[config.mk]
export PLATFORM = sky130hd
export DESIGN_NAME = uart_rx_os
export DESIGN_NICKNAME = d
export VERILOG_FILES = /design/src/rtl/uart_rx_os.sv
export SDC_FILE = /design/constraint.sdc
export NUM_CORES = 1
export LEC_CHECK = 0
export CORE_AREA = 2 2 52 54
export CTS_CLUSTER_DIAMETER = 40
export DETAILED_ROUTE_END_ITERATION = 7
export DIE_AREA = 0 0 54 56
export DONT_BUFFER_PORTS = 1
export PLACE_DENSITY = 0.69
export SLEW_MARGIN = 20
export SYNTH_ARGS = -nofsm -noshare
export SYNTH_HDL_FRONTEND = slang
export SYNTH_SLANG_ARGS = --single-unit
export TNS_END_PERCENT = 5
[constraint.sdc]
create_clock -name clk -period 2 [get_ports clk]
set_input_delay 0.2 -clock clk [delete_from_list [all_inputs] [get_ports clk]]
set_output_delay 0.2 -clock clk [all_outputs]
set_load 0.05 [all_outputs]
[src/rtl/uart_rx_os.sv]
// Oversampling 8N1 UART receiver.
// The line is synchronized, a falling edge starts a frame, the start bit is
// re-checked at its midpoint to reject glitches, and every later bit is
// sampled one full bit period after the previous mid-bit sample.
// A stop bit sampled low raises frame_err and parks the receiver until the
// line returns high, so a held-low line is not decoded as a stream of 0x00.
module uart_rx_os #(
  parameter int BIT_CYCLES = 16,
  parameter int DATA_BITS  = 8
) (
  input  logic                 clk,
  input  logic                 rst,
  input  logic                 in,
  output logic [DATA_BITS-1:0] data,
  output logic                 valid,
  output logic                 frame_err,
  output logic                 busy
);

  localparam int CW = (BIT_CYCLES > 1) ? $clog2(BIT_CYCLES) : 1;
  localparam int BW = (DATA_BITS > 1) ? $clog2(DATA_BITS) : 1;

  localparam logic [CW-1:0] HALF_LAST = CW'(BIT_CYCLES / 2 - 1);
  localparam logic [CW-1:0] FULL_LAST = CW'(BIT_CYCLES - 1);
  localparam logic [BW-1:0] BIT_LAST  = BW'(DATA_BITS - 1);

  typedef enum logic [2:0] {
    ST_IDLE,
    ST_START,
    ST_DATA,
    ST_STOP,
    ST_BREAK
  } state_t;

  state_t               state;
  logic [CW-1:0]        cyc;
  logic [BW-1:0]        bitn;
  logic [DATA_BITS-1:0] sh;

  logic in_meta;
  logic in_s;
  logic in_prev;

  // Two-flop synchronizer plus one history flop for falling-edge detection;
  // reset loads ones so the line looks idle and no false start is seen.
  always_ff @(posedge clk) begin
    if (rst) begin
      in_meta <= 1'b1;
      in_s    <= 1'b1;
      in_prev <= 1'b1;
    end else begin
      in_meta <= in;
      in_s    <= in_meta;
      in_prev <= in_s;
    end
  end

  // Frame decoder: bit timing, start-glitch rejection, shifting and the
  // one-cycle valid/frame_err strobes all come from this single state machine.
  always_ff @(posedge clk) begin
    if (rst) begin
      state     <= ST_IDLE;
      cyc       <= '0;
      bitn      <= '0;
      sh        <= '0;
      data      <= '0;
      valid     <= 1'b0;
      frame_err <= 1'b0;
    end else begin
      valid     <= 1'b0;
      frame_err <= 1'b0;
      unique case (state)
        ST_IDLE: begin
          cyc <= '0;
          if (in_prev && !in_s) begin
            state <= ST_START;
          end
        end
        ST_START: begin
          if (cyc == HALF_LAST) begin
            cyc   <= '0;
            bitn  <= '0;
            state <= in_s ? ST_IDLE : ST_DATA;
          end else begin
            cyc <= cyc + CW'(1);
          end
        end
        ST_DATA: begin
          if (cyc == FULL_LAST) begin
            cyc <= '0;
            sh  <= {in_s, sh[DATA_BITS-1:1]};
            if (bitn == BIT_LAST) begin
              state <= ST_STOP;
            end else begin
              bitn <= bitn + BW'(1);
            end
          end else begin
            cyc <= cyc + CW'(1);
          end
        end
        ST_STOP: begin
          if (cyc == FULL_LAST) begin
            cyc <= '0;
            if (in_s) begin
              data  <= sh;
              valid <= 1'b1;
              state <= ST_IDLE;
            end else begin
              frame_err <= 1'b1;
              state     <= ST_BREAK;
            end
          end else begin
            cyc <= cyc + CW'(1);
          end
        end
        ST_BREAK: begin
          cyc <= '0;
          if (in_s) begin
            state <= ST_IDLE;
          end
        end
        default: begin
          state <= ST_IDLE;
        end
      endcase
    end
  end

  assign busy = (state != ST_IDLE);

endmodule

==> metrics.md <==
| Metric | Value |
|---|---|
| # fillers | 235 |
| WL final | 2.11 mm |
| Iteration-0 DRC Markers | 12 |
| Initial DRT Pass Iterations | 4 |
| Chip width | 54 µm |
| GRT Resource Usage Total | 16.3% |
| M1 WL | 1.04 mm |
| First-pass GRT wire length | 3.59 mm |
| Post-DP HPWL | 1.42 mm |
| Synthesized cell area | 0.00131 mm² |
| Placed cell count | 160 |
| Antenna cells | 0 |
| Hold WC Path Type | in2reg |
| IO buf count | 0 |
| Max-Cap Viols | 0 |
| Fin. Hold Viols | 0 |
| Vias | 906 |
| Power density over the cells | 731 mW/mm² |
| Register area | 621 µm² |
| Fraction of registers with async set/reset | 0% |
| Yosys top cell area share | 47.3% |
| Most frequent cells after synthesis | 31 x dfxtp_1, 24 x nor2_1, 19 x mux2i_1, 6 x nand2_1 |
| Slowest cell on crit path | dfxtp_1 |
| CP peak stage delay | 0.63 ns |
| Antenna Nets Post-Route | 0 |
| Vias/cell | 5.36 |
| Mean post-synth cell area | 9.58 µm² |
| Cell accounting for the most synthesized area | dfxtp_1 |
| Setup-violating endpoint count in the final report | 0 |
| R2R Path Start | state[1]$_SDFFE_PP0P_ |
| Unique cell type count in the Yosys netlist | 35 |
| Max Slew Vio Count | 0 |
| DRC violations left | 0 |
| Critical path arrival | 1.46 ns |
| Cts hold-fix bufs | 2 |
| Multi-input logic area | 631 µm² |
| Starting Density | 54.0% |
| Core footprint | 0.00243 mm² |
| FF+latch count, synth | 31 |
| Worst slew margin | 53.0% |
| Fin crit share | 82.8% |
| Cell Count, Final, Fillers Out | 169 |
| Clock Skews | 0.00614 ns |
| Worst path cell trace | or3_1 |
| Worst setup path start | state[2]$_SDFFE_PP0P_ |
| CTS tree | built |
| Post-CTS Resized | 0 |
| Status | completed |
| RePlAce Congestion | 0.770 |
| Crit path max-delay family | flip-flops |
| Die height | 56 µm |
| Syn nets | 143 |
| Die area | 0.00302 mm² |
| Crit path kind | reg2out |
| H-Tree Depth | 2 |
| Clk sink count | 31 |
| WL/cell | 12.5 µm |
| Syn Inst Count | 137 |
| Layout cells sized above 1 | 7.91% |
| Clock root cell | clkbuf_4 |
| Area Overhead vs Synth | 5.43% |
| Slew @ Worst Pin | 0.702 ns |
| # nets final | 145 |
| Post-synth EDFFs | 0 |
| Yosys warning count | 0 |
| Worst skew pair latency | 0.32 ns |
| Ports | 14 |
| Pin count of the biggest net entering global routing | 22 |
| CP Data Required Time | 1.80 ns |
| Initial antenna violation count | 0 |
| Post-CTS Setup Inserts | 0 |
| HP Start | rst |
| Ys flop type | dfxtp_1 |
| Metal3 WL | 104 µm |
| Fmax achieved | 604 MHz |
| CP max FO | 15 |
| Longest Clk Path Bufs | 2 |
| Pleak | 0.579 nW |
| Max IR drop VDD | 0.567 mV |
| RSZ-0062 raised after global routing | no |
| Most common cell in the netlist | dfxtp_1 |
| Total negative setup slack | 0 ns |
| Vias in the first global route | 840 |
| Post-synthesis sequential area ratio | 47.3% |
| Final min period | 1.66 ns |
| Row cnt | 18 |
| Buf+Inv Stages, Crit Path | 0 |
| Clock Pin Slew Worst Setup and Hold Paths | 0.09 ns |
| Setup crit end kind | primary output |
| Num CTS Buffers | 5 |
| DR WL met2 | 909 µm |
| GRT overflow | 0 |
| Ranking of synthesized cells by area | dfxtp_1 47%, mux2i_1 14%, nor2_1 6.9% |
| DR top layer | met4 |
| Crit start category | register |
worst paths after layout:
path                        endpoint  slack [ns]  depth (start not counted)
setup / recovery                busy        0.34                          1
hold / removal    in_prev$_SDFF_PP1_        0.02                          1
setup reg to reg  sh[5]$_SDFFE_PP0P_        0.40                          5
hold reg to reg      in_s$_SDFF_PP1_        0.41                          1
metal layers:
layer	GRT usage [%]	vias to the layer above
met5	0	-
met2	23.5	16
met3	8.33	6
met1	19.7	416
met4	7.50	0
li1	-	468
state kept, by name, summed over array words and instances, names as in the netlist:
signal and cells:
in_meta 1, in_prev 1, bitn 3, valid 1
frame_err 1, sh 8, in_s 1, cyc 4
data 8, state 3
cell type report:
type / count / share of cell area (%)
sequential: 31 / 44.8
clock inverter: 1 / 0.362
clock buffer: 6 / 3.71
timing repair buffer: 4 / 2.53
inverter: 1 / 0.271
multi-input combinational: 96 / 45.6
tap: 30 / 2.71
logic make-up after synthesis:
kind of cell	count (synthesis)	share of synthesized area [%]
fa+ha+maj	3	2.86
xor+xnor	2	1.33
buf+inv	10	4.67
flops	31	47.3
compound gates	13	6.20
mux	19	14.5
simple gates	59	23.2
power breakdown:
group / switching [mW] / internal [mW]
sequential: 0.00525 / 0.621
clock: 0.199 / 0.163
combinational: 0.0148 / 0.00964
cell usage in the layout (no fill, tap or decap), types with 2 or more instances in the layout:
cell | synthesis | routed
dlygate4sd3_1 | 0 | 2
nor3b_1 | 2 | 2
mux2i_1 | 19 | 19
nand2_1 | 6 | 6
and3_1 | 2 | 2
nand2b_1 | 4 | 4
nor2b_1 | 2 | 2
buf_4 | 2 | 2
or3_1 | 2 | 2
ha_1 | 3 | 3
nor2_1 | 24 | 24
xnor2_1 | 2 | 2
clkbuf_4 | 0 | 5
a21oi_1 | 4 | 4
dfxtp_1 | 31 | 31
nand3_1 | 3 | 3
or2_1 | 4 | 4
and2_1 | 2 | 2
o21ai_1 | 3 | 3
per-stage QoR:
stage	area [µm²]	util, %	hold WS, ns	power, mW	worst slack [ns]
after floorplan	1310	-	0.297	0.661	0.629
after CTS	1380	56.9	0.0112	1.03	0.347
after detailed placement	1310	53.8	0.278	0.657	0.453
final	1380	56.9	0.0159	1.01	0.344
after global routing	1380	56.9	0.0118	1.06	0.270
after global placement	1310	53.8	0.275	0.656	0.461
Power figures use the tool's default switching activity.
